--- src/rtl/hilo_ctrl.sv ---
// hilo_ctrl: architectural HI/LO registers and mul/div unit sequencer.
// Issues operands to an external unit and captures its results.
module hilo_ctrl #(
  parameter int TIMEOUT_CYC = 63
) (
  input  logic        clock,
  input  logic        reset,
  input  logic        op_valid,
  input  logic [2:0]  op,
  input  logic [31:0] rs_val,
  input  logic [31:0] rt_val,
  output logic        busy,
  output logic        unit_start,
  output logic        unit_sel,
  output logic [31:0] unit_a,
  output logic [31:0] unit_b,
  input  logic        unit_done,
  input  logic [31:0] unit_hi,
  input  logic [31:0] unit_lo,
  output logic [31:0] hi,
  output logic [31:0] lo,
  output logic        div_zero,
  output logic        timeout
);

  localparam int CW = $clog2(TIMEOUT_CYC + 1);
  localparam logic [CW-1:0] TMAX = CW'(TIMEOUT_CYC);

  localparam logic [2:0] OP_MULT = 3'b001;
  localparam logic [2:0] OP_DIV  = 3'b010;
  localparam logic [2:0] OP_MTHI = 3'b011;
  localparam logic [2:0] OP_MTLO = 3'b100;

  typedef enum logic [1:0] {
    IDLE,
    START,
    WAIT
  } state_t;

  state_t        state, state_n;
  logic [CW-1:0] cnt, cnt_n;
  logic          busy_n, start_n, sel_n;
  logic          dz_n, to_n;
  logic [31:0]   a_n, b_n, hi_n, lo_n;
  logic          rt_zero;

  assign rt_zero = (rt_val == 32'd0);

  always_comb begin
    state_n = state;
    cnt_n   = cnt;
    busy_n  = busy;
    start_n = 1'b0;
    sel_n   = unit_sel;
    a_n     = unit_a;
    b_n     = unit_b;
    hi_n    = hi;
    lo_n    = lo;
    dz_n    = 1'b0;
    to_n    = timeout;
    unique case (state)
      IDLE: begin
        unique case (1'b1)
          op_valid && op == OP_MULT,
          op_valid && op == OP_DIV && !rt_zero: begin
            state_n = START;
            busy_n  = 1'b1;
            start_n = 1'b1;
            sel_n   = (op == OP_DIV);
            a_n     = rs_val;
            b_n     = rt_val;
          end
          op_valid && op == OP_DIV && rt_zero: dz_n = 1'b1;
          op_valid && op == OP_MTHI: hi_n = rs_val;
          op_valid && op == OP_MTLO: lo_n = rs_val;
          default: ;
        endcase
      end
      START: begin
        cnt_n   = '0;
        state_n = WAIT;
      end
      WAIT: begin
        cnt_n = cnt + CW'(1);
        // a result on the final count still wins over the abort
        if (unit_done) begin
          hi_n    = unit_hi;
          lo_n    = unit_lo;
          busy_n  = 1'b0;
          state_n = IDLE;
        end else if (cnt == TMAX) begin
          to_n    = 1'b1;
          busy_n  = 1'b0;
          state_n = IDLE;
        end
      end
      default: begin
        state_n = IDLE;
        busy_n  = 1'b0;
      end
    endcase
  end

  always_ff @(posedge clock or negedge reset) begin
    if (!reset) begin
      state      <= IDLE;
      cnt        <= '0;
      busy       <= 1'b0;
      unit_start <= 1'b0;
      unit_sel   <= 1'b0;
      unit_a     <= '0;
      unit_b     <= '0;
      hi         <= '0;
      lo         <= '0;
      div_zero   <= 1'b0;
      timeout    <= 1'b0;
    end else begin
      state      <= state_n;
      cnt        <= cnt_n;
      busy       <= busy_n;
      unit_start <= start_n;
      unit_sel   <= sel_n;
      unit_a     <= a_n;
      unit_b     <= b_n;
      hi         <= hi_n;
      lo         <= lo_n;
      div_zero   <= dz_n;
      timeout    <= to_n;
    end
  end

endmodule

--- config.mk ---
export PLATFORM = sky130hd
export DESIGN_NAME = hilo_ctrl
export DESIGN_NICKNAME = d
export VERILOG_FILES = /design/src/rtl/hilo_ctrl.sv
export SDC_FILE = /design/constraint.sdc
export NUM_CORES = 1
export LEC_CHECK = 0
export ABC_AREA = 0
export CAP_MARGIN = 20
export CORE_ASPECT_RATIO = 1.4
export CORE_MARGIN = 1
export CORE_UTILIZATION = 38
export DETAILED_ROUTE_END_ITERATION = 10
export PLACE_DENSITY = 0.76
export SYNTH_ARGS = -nofsm -noshare
export SYNTH_HDL_FRONTEND = slang
export SYNTH_SLANG_ARGS = --single-unit
--- constraint.sdc ---
create_clock -name clock -period 1.9 [get_ports clock]
set_input_delay 0.38 -clock clock [delete_from_list [all_inputs] [get_ports clock]]
set_output_delay 0.38 -clock clock [all_outputs]
set_load 0.005 [all_outputs]
== After elaboration in Yosys (flattened, before gate mapping) ==
Cells that the tools add are included.
Word-level totals
  output and inout port bits: 133
  word-level logic and storage cells: 63
  bits of input ports: 135
  memories: 0
  register bits after elaboration: 141
  memory bits (writable): 0
  latch bits: 0
  ROM bits: 0
Operators by class
  add/sub/neg operators: 1
  bitwise operators: 2
  shifts and indexed selects: 0
  div/mod/pow operators: 0
  $mul: 0
  muxes and demuxes: 19
  order comparisons: 0
  eq/ne operators: 12
  reductions and logical operators: 18
Operator list (count)
  $mux 32: 4
  $pmux 32 s2: 2
  $logic_not 32->1: 1
  $pmux 6 s2: 1
  $reduce_and 3->1: 4
  $mux 1: 7
  $add 6x1->6 const B: 1
  $eq 3x2->1 const B: 2
  $eq 6x6->1 const B: 1
  $logic_and 1x1->1: 6
  $mux 2: 3
  $ne 2x2->1 const B: 3
  $pmux 2 s3: 1
  $reduce_and 2->1: 2
  $reduce_bool 2->1: 2
  $eq 3x1->1 const B: 1
  $eq 3x3->1 const B: 1
  $ne 3x3->1 const B: 1
  $pmux 1 s3: 1
  $eq 2x1->1 const B: 1
  $eq 2x2->1 const B: 1
  $logic_not 2->1: 1
  $ne 2x1->1 const B: 1
  $not 1->1: 2
  other kinds (2): 2

== Logic depth before layout (Yosys ltp) ==
Gate-level depths: netlist of the first run.
  depth after elaboration: 6
  mapped depth: 8
  depth with buffers taken out: 7

== Worst setup path after synthesis of the first run ==
OpenSTA, ideal clock, no wires.
  kind: register to register
  start: register state[1]
  end: register unit_a[0]
  data required time: 1.775 ns
  period minus slack after synthesis: 1.886 ns
  buffers on the path: 3
  stages on the path, launching flop included: 9
  library setup time: 0.125 ns
  arrival time: 1.761 ns
  slack: 0.014 ns
  path through: dfrtp_1 inv_1 ha_1 clkbuf_1 inv_1 a21oi_1 buf_6 buf_6 mux2_4
Between the ends
  word-level cells in the longest chain between the ends: 2
Ends and longest elaborated chain
  start: declaration: RTL line 40  | state_t state, state_n;
  start signal: assignment: RTL line 118  | state <= state_n;
  $logic_not 2->1: RTL line 61  | unique case (state)
  $reduce_and 2->1 (no source line)
  end signal: assignment: RTL line 123  | unit_a <= a_n;
  end: declaration: RTL line 15  | output logic [31:0] unit_a,
No other way between the ends.
A chain may end at the register's enable or synchronous reset.

== Final worst setup path of the first run ==
  start: input rt_val[31]
  end: register unit_b[18]
Between the ends
  word-level cells in the longest chain between the ends: 5
Ends and longest elaborated chain
  start: declaration: RTL line 11  | input logic [31:0] rt_val,
  $logic_not 32->1: RTL line 47  | assign rt_zero = (rt_val == 32'd0);
  $logic_not 1->1: RTL line 65  | op_valid && op == OP_DIV && !rt_zero: begin
  $logic_and 1x1->1: RTL line 65
  $reduce_or 2->1: RTL line 63  | unique case (1'b1)
  $reduce_and 2->1 (no source line)
  end signal: assignment: RTL line 124  | unit_b <= b_n;
  end: declaration: RTL line 16  | output logic [31:0] unit_b,
No other way between the ends.

==> impl_metrics.tcl, run 1 <==
set metrics [dict create \
    yosysMostFrequentCell "dfrtp_1" \
    powerDensity_nw_per_um2 1670 \
    start_util 0.392 \
    routedWlPerCell_um 18.3 \
    regToRegSetupSlack_ns 0.10 \
    antenna_found_initial 0 \
    route.vias.total 5320 \
    cts_root_buf "clkbuf_16" \
    io-pin-count 268 \
    postRouteAntennaNets 0 \
    synth_top_area_share 0.571 \
    dr.pass1.iters 4 \
    synth_edf_count 0 \
    p_leak_nw 4.34 \
    maxCapViolCount 0 \
    worst_skew_pair.late_latency_ns 0.42 \
    grt_usage 0.225 \
    hold_viol_final 0 \
    worstPathArrival_ns 2.19 \
    ys_ff_latch 141 \
    htreeDepth 4 \
    viasPerCell 5.02 \
    hpwl_um 13200 \
    relSlewSlack 0.673 \
    postSynthCellCount 541 \
    yosysTopAreaCell "dfrtp_1" \
    hp-class "in2reg" \
    synthTopCellsByArea "dfrtp_1 (57%), mux2_4 (12%), a21oi_1 (11%), nor2_1 (4.1%), nor2b_1 (3.2%)" \
    fp.dieW_um 110 \
    worstPathRequired_ns 2.20 \
    worstMarginPinSlew_ns 0.491 \
    crit_path_end_kind "flop" \
    routabilityCongestion 0.804 \
    syn_area_per_cell_um2 11.4 \
    ys_seq_area_frac 0.571 \
    drive_above_1_share 0.205 \
    synth_area_um2 6180 \
    worstSetupStartpointType "input port" \
    die-area_um2 16800 \
    wirelength_um 19400 \
    yosysUniqueCellTypes 35 \
    die_y_um 153 \
    synth_common_cells "dfrtp_1 (141), a21oi_1 (134), nor2_1 (68), mux2_4 (49), nor2b_1 (32)" \
    slew_viol_final 0 \
    fin_util 0.652 \
    cts_buffers 17 \
    cts.sinks 141 \
    crit_type "in2reg" \
    cts_tree "yes" \
    async_flop_share 1.00 \
    grt_pass1_vias 5427 \
    timing.hold.ws_ns 0.229 \
    r2r_cells 10 \
    synth_nets 681 \
    fin_crit_ns 1.90 \
    clock_path_buffers 2 \
    crit_fanout 9 \
    grt_overflow_total 0 \
    cp-endpoint "unit_b[18]" \
    fmax_mhz 527 \
    rows 54 \
    diodes 0 \
    clkSlewWorstSetupHoldPaths_ns 0.06 \
    fin_crit_sh 0.998 \
    synth_flop_cell "dfrtp_1" \
    io_buffers 267 \
    core_area_um2 15700 \
    setup_viol 0 \
    vdd_drop_max_mv 0.887 \
    grt_max_degree 74 \
    grt_pass1_wl_um 28300 \
    drt_iter0_drc 260 \
    status "finished clean" \
    skew_ns 0.0142 \
    rsz0062_at_grt "yes" \
    r2r_end "lo[31]" \
    drc 0 \
    layout-area-overhead-vs-synth_pct 66.2 \
    reg2reg_from "state[1]" \
    synth_warnings 0 \
    crit_path_start "rt_val[31]" \
    nNetsFinal 991 \
]
## how the worst min path moves through the flow
stage,startpoint,end,cells past startpoint
after floorplan,reset,busy,0
after global placement,reset,lo[2],1
after detailed placement,reset,lo[12],1
after CTS,rt_val[16],unit_b[16],2
after global routing,rt_val[1],unit_b[1],2
final,rt_val[1],unit_b[1],2
## through the flow
stage          total power, mW  setup TNS [ns]  instances  area (um^2)  worst slack, ns
6_report                  17.1               0       1060        10300          0.00330
5_1_grt                   18.2         -0.0124       1060        10300          -0.0121
4_1_cts                   16.8               0       1056        10200         0.000467
3_5_place_dp              13.2          -54.11       1013         9360           -0.723
3_3_place_gp              13.0          -47.02       1013         9360           -0.636
2_1_floorplan             8.71               0        541         6180           0.0141
## critical path, stage by stage
cell             delay, ns
clkdlybuf4s15_1       0.19
nor4_1                0.27
nand4_1               0.26
o21ai_2               0.29
a21oi_4               0.12
buf_6                 0.12
bufbuf_16             0.26
mux2_4                0.29
## cell usage in the layout, fill, tap and decap left out, types with 3 or more instances in the layout
cell             netlist  layout
inv_2                  0       3
dlymetal6s2s_1         0       3
o22ai_1                3       3
inv_1                 11       8
mux2_4                49      50
dlygate4sd2_1          0      14
a21oi_4                0       3
nor4_2                 0       6
nor2_1                68      68
ha_1                   5       3
clkbuf_16              0      19
mux2_2                15      14
a21oi_1              134     133
clkbuf_2               0       9
clkinvlp_4             0       4
clkdlybuf4s15_1        0       9
nand3_1                7       7
buf_16                 0       3
bufinv_16              0       3
nor2b_1               32      32
buf_4                  0      34
nor3_1                 4       4
o21ai_0                7       7
buf_6                  6       6
buf_12                 0      10
dfrtp_1              141     141
clkdlybuf4s50_1        0     231
## cells by family after synthesis
logic type               share of synthesized area
AO/OA/AOI/OAI                                0.130
adder cells (fa/ha/maj)                     0.0101
buffers and inverters                       0.0338
flip-flops                                   0.571
multiplexers                                 0.146
AND/OR/NAND/NOR                              0.109
## where the power goes
part           internal (mW)  total, mW  switching [mW]
Sequential              4.48       5.29           0.809
Clock                   2.15       3.47            1.32
Combinational           4.89       8.35            3.46
Total                   11.5       17.1            5.60
## what timing repair did
item | CTS | global route
buffers inserted | 6 | 1
gates cloned | 4 | 3
endpoints found under the hold margin | 44 | 0
setup endpoints to repair | 65 | 47
pin swaps | 12 | 11
hold buffers | 1 | 0
resized for setup | 54 | 33
## registers in the layout, summed over array words and instances, names as in the netlist
signal      cells
unit_start      1
lo             32
timeout         1
busy            1
cnt             6
unit_a         32
div_zero        1
unit_sel        1
state           2
hi             32
unit_b         32
## area by class of cell
type / count / area [um^2]
Clock inverter: 12 / 160
Fill cell: 1240 / 5480
Inverter: 11 / 41.3
Clock buffer: 20 / 457
Sequential cell: 141 / 3530
Multi-Input combinational cell: 357 / 2520
Timing Repair Buffer: 323 / 3310
Tap cell: 196 / 245
## layer usage
layer	GRT usage	share of wire	wire length, um	up-vias
met5	0	0	0	-
met4	0.0730	0.023	444	0
met3	0.0725	0.079	1530	34
met2	0.395	0.52	10000	228
met1	0.253	0.38	7390	2531
li1	-	-	-	2527
(Power assumes the default switching activity.)
==> run 2, diff against run 1 <==
REMOVE_ABC_BUFFERS = 1   (was unset)
==> run 2 against run 1 <==
  * Die area unchanged
  * Sequential share of layout area about the same
  * Utilization up 0.079 points
  * Sequential cell count unchanged
  * Combinational power down 3.6%
  * Largest power group unchanged
  * Via count down 0.28%
  * Sequential power down 0.8%
  * Final area up 0.12%
  * Maximum frequency up 2.2%
==> impl_metrics.tcl, run 2 (synthesized netlist as in run 1, its figures left out) <==
set metrics [dict create \
    status "finished clean" \
    grt_overflow_total 0 \
    power.internal_mw 11.5 \
    fp.dieW_um 110 \
    antenna_found_initial 0 \
    hpwl_um 12100 \
    slowest_delay_ns 0.31 \
    rows 54 \
    slew_viol_final 0 \
    fmax_mhz 539 \
    cts.sinks 141 \
    worst_skew_pair.late_latency_ns 0.41 \
    dr.pass1.iters 5 \
    crit_type "in2reg" \
    rsz0062_at_grt "no" \
    fin_crit_sh 0.977 \
    layout-area-overhead-vs-synth_pct 66.4 \
    grt_max_degree 98 \
    htreeDepth 4 \
    route.vias.total 5305 \
    routedWlPerCell_um 17.0 \
    crit_path_end_kind "flop" \
    hp-class "in2reg" \
    worstPathRequired_ns 2.19 \
    setup_viol 0 \
    vdd_drop_max_mv 0.797 \
    p_clk_frac 0.211 \
    worstMarginPinSlew_ns 0.532 \
    grt_usage 0.218 \
    worstSetupStartpointType "input port" \
    pwr-share-comb 0.477 \
    report.power.total_mw 16.9 \
    p_leak_nw 4.35 \
    clock_path_buffers 2 \
    nNetsFinal 984 \
    die_y_um 153 \
    crit_path_cell_trace "dlygate4sd2_1, nor4_2, nand4_1, o21ai_4, a21oi_4, buf_8, clkbuf_16, mux2_4" \
    clkSlewWorstSetupHoldPaths_ns 0.06 \
    p_switching_mw 5.40 \
    drt_iter0_drc 161 \
    maxCapViolCount 0 \
    cts_root_buf "clkbuf_16" \
    fin_crit_ns 1.86 \
    layout.cells.most_common_list "clkdlybuf4s50_1 (230), dfrtp_1 (141), a21oi_1 (133), nor2_1 (68), mux2_4 (49)" \
    crit_buf_inv 3 \
    io_buffers 267 \
    cp_slowest_cell "nor4_2" \
    swShare 0.320 \
    cts_tree "yes" \
    grt_pass1_wl_um 27800 \
    routabilityCongestion 0.862 \
    fillers 1226 \
    fin_tns_setup_ns 0 \
    cts_buffers 17 \
    fin_util 0.653 \
    drc 0 \
    io-pin-count 268 \
    worstPathArrival_ns 2.15 \
    critPathTopFamily "buffers and inverters" \
    postRouteAntennaNets 0 \
    relSlewSlack 0.646 \
    hold_viol_final 0 \
    final_common_cell "clkdlybuf4s50_1" \
    core_area_um2 15700 \
    wirelength_um 17900 \
    powerDensity_nw_per_um2 1640 \
    drive_above_1_share 0.190 \
    die-area_um2 16800 \
    start_util 0.392 \
    skew_ns 0.00924 \
    grt_pass1_vias 5379 \
    seqPwrFrac 0.312 \
    viasPerCell 5.03 \
    crit_fanout 8 \
]
==> run 2: cell count changes in the layout (fill, tap and decap cells not counted), sizes merged, moves of 3 or more <==
| cell | delta |
|---|---|
| buf | -4 |
| clkbuf | -8 |
| dlygate4sd2 | +3 |
| dlymetal6s2s | +5 |
==> run 2: power by group through the flow <==
stage          registers, mW  logic (mW)  clock network, mW
2_1_floorplan           5.36        3.31                  0
3_3_place_gp            5.27        7.79                  0
3_5_place_dp            5.27        7.96                  0
4_1_cts                 5.26        8.10               3.63
5_1_grt                 5.46        8.76               3.74
6_report                5.25        8.05               3.56
==> run 2: timing repair <==
action | in CTS | in global routing
setup endpoints to repair | 66 | 102
hold endpoints to repair | 48 | 0
resized for setup | 51 | 23
gates cloned | 4 | 1
buffers inserted | 5 | 0
hold buffers | 1 | 0
pin swaps | 12 | 12
==> run 2: worst reg2reg max path: stages, from the launching register on <==
cell and delay [ns]:
dfrtp_1 0.39, inv_2 0.09, ha_2 0.22, inv_1 0.11, a21oi_4 0.24, buf_8 0.19, buf_12 0.16, mux2_4 0.32
==> run 2: metal layers <==
metal  vias to the layer above  global-route usage  part of all wire
met3                        42              0.0490             0.058
met4                         0              0.0914             0.032
met2                       203               0.382              0.52
li1                       2521                   -                 -
met1                      2539               0.250              0.39
met5                         -                   0                 0
==> run 2: area by class of cell <==
class                      instances  area (um^2)  share of cell area
antenna                            1         2.50            0.000244
clock buffer                      20          437              0.0425
clock inverter                    12          186              0.0181
inverter                          11         41.3             0.00402
multi-input combinational        357         2560               0.249
sequential                       141         3530               0.343
tap                              196          245              0.0239
timing repair buffer             316         3280               0.319
==> run 2: final timing paths <==
| path | startpoint | to | slack, ns | depth (start not counted) |
|---|---|---|---|---|
| setup / recovery | rt_val[2] | unit_a[4] | 0.04 | 8 |
| hold / removal | rt_val[15] | unit_b[15] | 0.25 | 2 |
| setup reg to reg | state[0] | unit_a[25] | 0.07 | 7 |
| hold reg to reg | timeout | timeout | 0.51 | 2 |
| max in group asynchronous | reset | hi[21] | 0.76 | 3 |
| min in group asynchronous | reset | lo[26] | 0.47 | 2 |
==> run 2: stage by stage <==
stage | cells | instance area [um^2] | setup WS (ns) | hold slack (ns)
6_report | 1054 | 10300 | 0.0432 | 0.252
5_1_grt | 1053 | 10300 | 0.000245 | 0.247
4_1_cts | 1053 | 10200 | 0.00493 | 0.310
3_5_place_dp | 1011 | 9370 | -0.784 | 0.366
3_3_place_gp | 1011 | 9370 | -0.753 | 0.369
2_1_floorplan | 509 | 6010 | -4.27 | 0.0844
==> run 3, diff against run 2 <==
CORE_UTILIZATION = 46   (was 38)
PLACE_DENSITY = 0.86   (was 0.76)
clock period = 2.3 ns   (was 1.9 ns; I/O delays follow)
==> run 3 against run 2 <==
  * Count of clock-buffer cells in the layout shrank 1
  * First-iteration DRC count fell by 3.7%
  * Sequential share of layout area is 1.6 points higher
  * Hold slack improved by 0.23 ns
  * Worst setup slack improved by 0.0085 ns
  * Clock power shrank 22%
  * Combinational power decreased by 20%
  * Non-clock buffer count shrank 27
  * Utilization is 10 points higher
  * Critical path type unchanged
  * Highest routed layer unchanged
==> impl_metrics.tcl, run 3 (synthesized netlist as in run 1, its figures left out) <==
set metrics [dict create \
    status "finished clean" \
    hold_viol_final 0 \
    slew_viol_final 0 \
    clkSlewWorstSetupHoldPaths_ns 0.06 \
    min_path_cells 2 \
    p_clk_frac 0.205 \
    core_area_um2 13000 \
    fin_crit_sh 0.978 \
    die_y_um 139 \
    layout.cells.most_common_list "clkdlybuf4s50_1 (266), dfrtp_1 (141), a21oi_1 (133), nor2_1 (68), mux2_4 (49)" \
    pwr-share-comb 0.470 \
    powerDensity_nw_per_um2 1390 \
    antenna_found_initial 1 \
    worstSetupStartpointType "input port" \
    holdPathEnd "timeout" \
    grt_pass1_wl_um 28100 \
    seqPwrFrac 0.325 \
    regToRegSetupSlack_ns 0.28 \
    clock_path_buffers 2 \
    layout-area-overhead-vs-synth_pct 59.0 \
    finalWorstSetupSlack_ns 0.0517 \
    cts_setup_buffers 0 \
    io-pin-count 268 \
    nNetsFinal 957 \
    drc 0 \
    swShare 0.333 \
    worstPathArrival_ns 2.54 \
    routedWlPerCell_um 17.9 \
    final-seq-area_um2 3530 \
    r2r_cells 6 \
    grt_usage 0.264 \
    grt_max_degree 72 \
    r2r_end "unit_b[18]" \
    fp.dieW_um 99.9 \
    cts_tree "yes" \
    report.power.total_mw 13.6 \
    worstPathRequired_ns 2.59 \
    crit_fanout 32 \
    drt_iter0_drc 155 \
    hp-class "reg2reg" \
    final_common_cell "clkdlybuf4s50_1" \
    cts_root_buf "clkbuf_16" \
    rows 49 \
    wirelength_um 18100 \
    p_switching_mw 4.54 \
    rsz0062_at_grt "no" \
    reg2reg_from "state[1]" \
    worstMarginPinSlew_ns 0.484 \
    fin_util 0.756 \
    worstHoldStart "timeout" \
    worst_skew_pair.late_latency_ns 0.41 \
    crit_path_end_kind "flop" \
    cts.sinks 141 \
    route.vias.total 5282 \
    stdcell_count 1009 \
    timing.hold.ws_ns 0.477 \
    crit_type "in2reg" \
    drive_above_1_share 0.152 \
    postRouteAntennaNets 0 \
    setup_viol 0 \
    routabilityCongestion 0.804 \
    fmax_mhz 445 \
    start_util 0.475 \
    multiInputGateArea_um2 2490 \
    fillers 828 \
    fin_crit_ns 2.25 \
    dr.pass1.iters 4 \
    viasPerCell 5.23 \
    vdd_drop_max_mv 0.902 \
    cts_buffers 17 \
    p_leak_nw 4.06 \
    relSlewSlack 0.677 \
    dp.cells 975 \
    detailedPlace.worstSlack_ns -0.425 \
    hpwl_um 13100 \
    io_buffers 267 \
    maxCapViolCount 0 \
    power.internal_mw 9.08 \
    grt_pass1_vias 5556 \
    grt_overflow_total 0 \
    htreeDepth 4 \
    skew_ns 0.00815 \
    die-area_um2 13900 \
]
-- run 3: cell count changes in the layout (fill, tap and decap cells not counted), moves of 3 or more --
| cell | change |
|---|---|
| clkdlybuf4s50_1 | +36 |
| nor4_2 | -5 |
| buf_12 | -4 |
| clkdlybuf4s15_1 | -7 |
| nor4_1 | +7 |
| buf_4 | -16 |
| dlymetal6s2s_1 | -8 |
| dlygate4sd2_1 | -17 |
| buf_16 | -4 |
| clkbuf_1 | -3 |
-- run 3: how the worst max path moves through the flow --
| stage | start | endpoint | slack [ns] | cells past startpoint |
|---|---|---|---|---|
| after floorplan | state[1] | unit_b[10] | -3.87 | 5 |
| after global placement | rt_val[24] | unit_b[25] | -0.35 | 7 |
| after detailed placement | rt_val[19] | unit_b[23] | -0.43 | 7 |
| after CTS | rt_val[17] | unit_b[23] | 0.06 | 7 |
| after global routing | rt_val[19] | unit_b[23] | 0.03 | 7 |
| final | rt_val[16] | unit_b[23] | 0.05 | 7 |
-- run 3: metrics by stage --
| step | instance area [um^2] | setup TNS (ns) |
|---|---|---|
| after CTS | 9810 | 0 |
| after detailed placement | 9190 | -25.45 |
| after global routing | 9820 | 0 |
| after global placement | 9190 | -21.17 |
| final | 9820 | 0 |
| after floorplan | 6010 | -391.16 |
-- run 3: power by group through the flow --
stage	combinational [mW]	sequential (mW)	clock (mW)
finish	6.41	4.42	2.79
global route	6.93	4.54	2.94
CTS	6.45	4.43	2.84
detailed placement	6.40	4.43	0
global placement	6.13	4.37	0
floorplan	2.74	4.43	0
-- run 3: area by class of cell --
cell class	count	area share
diodes	1	0.000255
clock buffers	19	0.0461
clock inverters	13	0.0159
inverters	11	0.00420
multi-input cells	357	0.253
flip-flops and latches	141	0.359
well taps	178	0.0227
repair buffers	289	0.298
-- run 3: metal layers --
metal | global-route usage | vias up | part of all wire
li1 | - | 2445 | -
met1 | 0.281 | 2537 | 0.36
met2 | 0.476 | 245 | 0.54
met3 | 0.0696 | 55 | 0.061
met4 | 0.131 | 0 | 0.040
met5 | 0 | - | 0
-- run 3: worst max-delay path, cell delays in order --
cell             delay, ns
clkdlybuf4s50_1       0.42
nor4_1                0.44
nand4_1               0.26
o21ai_2               0.29
a21oi_4               0.12
buf_12                0.20
mux2_4                0.32
-- run 3: repair_timing --
action | in CTS | in global routing
hold buffers | 1 | 0
endpoints found under the setup margin | 2 | 6
resized for setup | 1 | 2
endpoints found under the hold margin | 19 | 0
==> RTL edit (flow settings as in run 3) <==
Change the parameter `TIMEOUT_CYC` from 63 to 126.
--- a/src/rtl/hilo_ctrl.sv
+++ b/src/rtl/hilo_ctrl.sv
@@ -1,7 +1,7 @@
 // hilo_ctrl: architectural HI/LO registers and mul/div unit sequencer.
 // Issues operands to an external unit and captures its results.
 module hilo_ctrl #(
-  parameter int TIMEOUT_CYC = 63
+  parameter int TIMEOUT_CYC = 126
 ) (
   input  logic        clock,
   input  logic        reset,
Check against the original RTL: same outputs for any inputs over 4 cycles, from zero or initial values and one cycle with reset low; that may be too few to reach the edited logic, so the function may still have changed.
==> RTL edit against run 3 <==
  * Sequential power about the same
  * Sequential share of layout area about the same
  * Maximum frequency increased by 2.0%
  * Via count increased by 1.2%
  * Critical endpoint is now unit_a[28]$_DFFE_PN0P_
  * Setup slack improved by 0.045 ns
  * Area after synthesis increased by 0.59%
  * Final area increased by 0.62%
  * Clock power about the same
  * Sequential cell count increased by 1
  * Wire length increased by 1.7%
  * Worst hold slack improved by 0.027 ns
  * Core utilization increased by 0.47 points
  * Power decreased by 5.1%
  * Highest routed layer unchanged
==> RTL edit: results (changes against run 3) <==
largest net degree at the start of global routing=100 (+39%); GR Layer Usage met1=28.70% (+0.64 points); CP max stage cell=clkdlybuf4s50_1; Post-Synthesis Cells=546 (+0.92%); IR Drop Worst-Case VDD=0.001139 V (+26%); first-pass GRT wire length=28650 um (+1.8%); met3 usage=6.228% (-0.73 points); Comb power=5710 uW (-11%); origin of the worst setup path=rt_val[25]; launching point of the worst reg2reg path=state[0]$_DFFE_PN0P_; FF-to-FF End=hi[16]$_DFFE_PN0P_; share of layout cells above drive strength 1=14.83% (-0.35 points); Finished Layout Cells=1014 (+0.50%); Synth Area in Compound Gates=12.73% (-0.24 points); Diodes inserted=0 (-1); Global Route met2 Usage=48.77% (+1.2 points); post-synthesis mux area share=14.56% (-0.086 points); Placed Instances=981 (+0.62%); Crit path max-delay family=buffers and inverters; Post-Synth Adder-Cell Area=1.208% (+0.20 points); pre-CTS setup slack=-0.4139 ns (+0.01151 ns); CP Max Fanout=28 (-13%); Seq pwr share=34.2% (+1.7 points); worst reg2reg path depth=7 (+1); xor/xnor share of the synthesized area=0.1410% (+0.14 points); First DRT Iteration DRCs=162 (+4.5%); CP Data Arrival Time=2.49 ns (-0.05 ns); fillers=831 (+0.36%); number of distinct library cells after synthesis=29 (-17%); Placer Congestion=0.8049 (+0.16%); metal3 WL=1108 um (+1.0%); vias=5346 (+1.2%); crit path to=unit_a[28]$_DFFE_PN0P_; vias in the first global route=5633 (+1.4%); antenna violations before repair=0 (-1); worst hold margin=0.5042 ns (+0.02726 ns); DR WL met2=9948 um (+2.7%); Slew @ Worst Pin=0.6756 ns (+0.1911 ns); clk_skew=0.01124 ns (+0.003091 ns); Tcrit/Tclk final=95.80% (-2.0 points); wire per inst=18.10 um (+1.2%); nets=964 (+0.73%); sequential area share after synthesis=57.20% (+0.069 points); outcome=finished, final reports clean
[RTL edit: per-stage QoR]
step | instance area [um^2] | util, %
floorplan | 6046 | -
global placement | 9254 | 71.20
detailed placement | 9254 | 71.20
CTS | 9869 | 75.93
global route | 9882 | 76.03
finish | 9882 | 76.03
[RTL edit: cells by family after synthesis]
logic type	after synthesis
simple gates	138
mux	64
xor+xnor	1
fa+ha+maj	6
compound gates	153
buf+inv	42
flops	142
[RTL edit: how the worst min path moves through the flow]
stage                                 from  cells past startpoint                      to
floorplan                            reset                      0        busy$_DFFE_PN0P_
detailed placement                   reset                      1       hi[7]$_DFFE_PN0P_
global route        unit_b[21]$_DFFE_PN0P_                      1  unit_b[21]$_DFFE_PN0P_
finish              unit_b[21]$_DFFE_PN0P_                      1  unit_b[21]$_DFFE_PN0P_
global placement                     reset                      1      hi[13]$_DFFE_PN0P_
CTS                 unit_b[22]$_DFFE_PN0P_                      1  unit_b[22]$_DFFE_PN0P_
[RTL edit: worst register-to-register path, stage by stage (launching register included)]
cell and delay [ns]:
dfrtp_1 0.41, inv_1 0.11, ha_1 0.26, o21ai_0 0.56
a21oi_4 0.07, buf_12 0.22, nor2_1 0.21, a21oi_1 0.06
[RTL edit: final cells by class]
| class | count | area (um^2) | share of cell area, % |
|---|---|---|---|
| sequential | 142 | 3553 | 35.96 |
| inverter | 10 | 37.54 | 0.3798 |
| tap | 178 | 222.7 | 2.254 |
| timing repair buffer | 290 | 2949 | 29.84 |
| multi-input combinational | 362 | 2514 | 25.44 |
| clock inverter | 12 | 158.9 | 1.608 |
| clock buffer | 20 | 446.7 | 4.520 |
[RTL edit: repair_timing]
action                                 CTS  global route
setup endpoints to repair                0            54
resized for setup                        0             2
endpoints found under the hold margin   42             0
hold buffers                             1             0
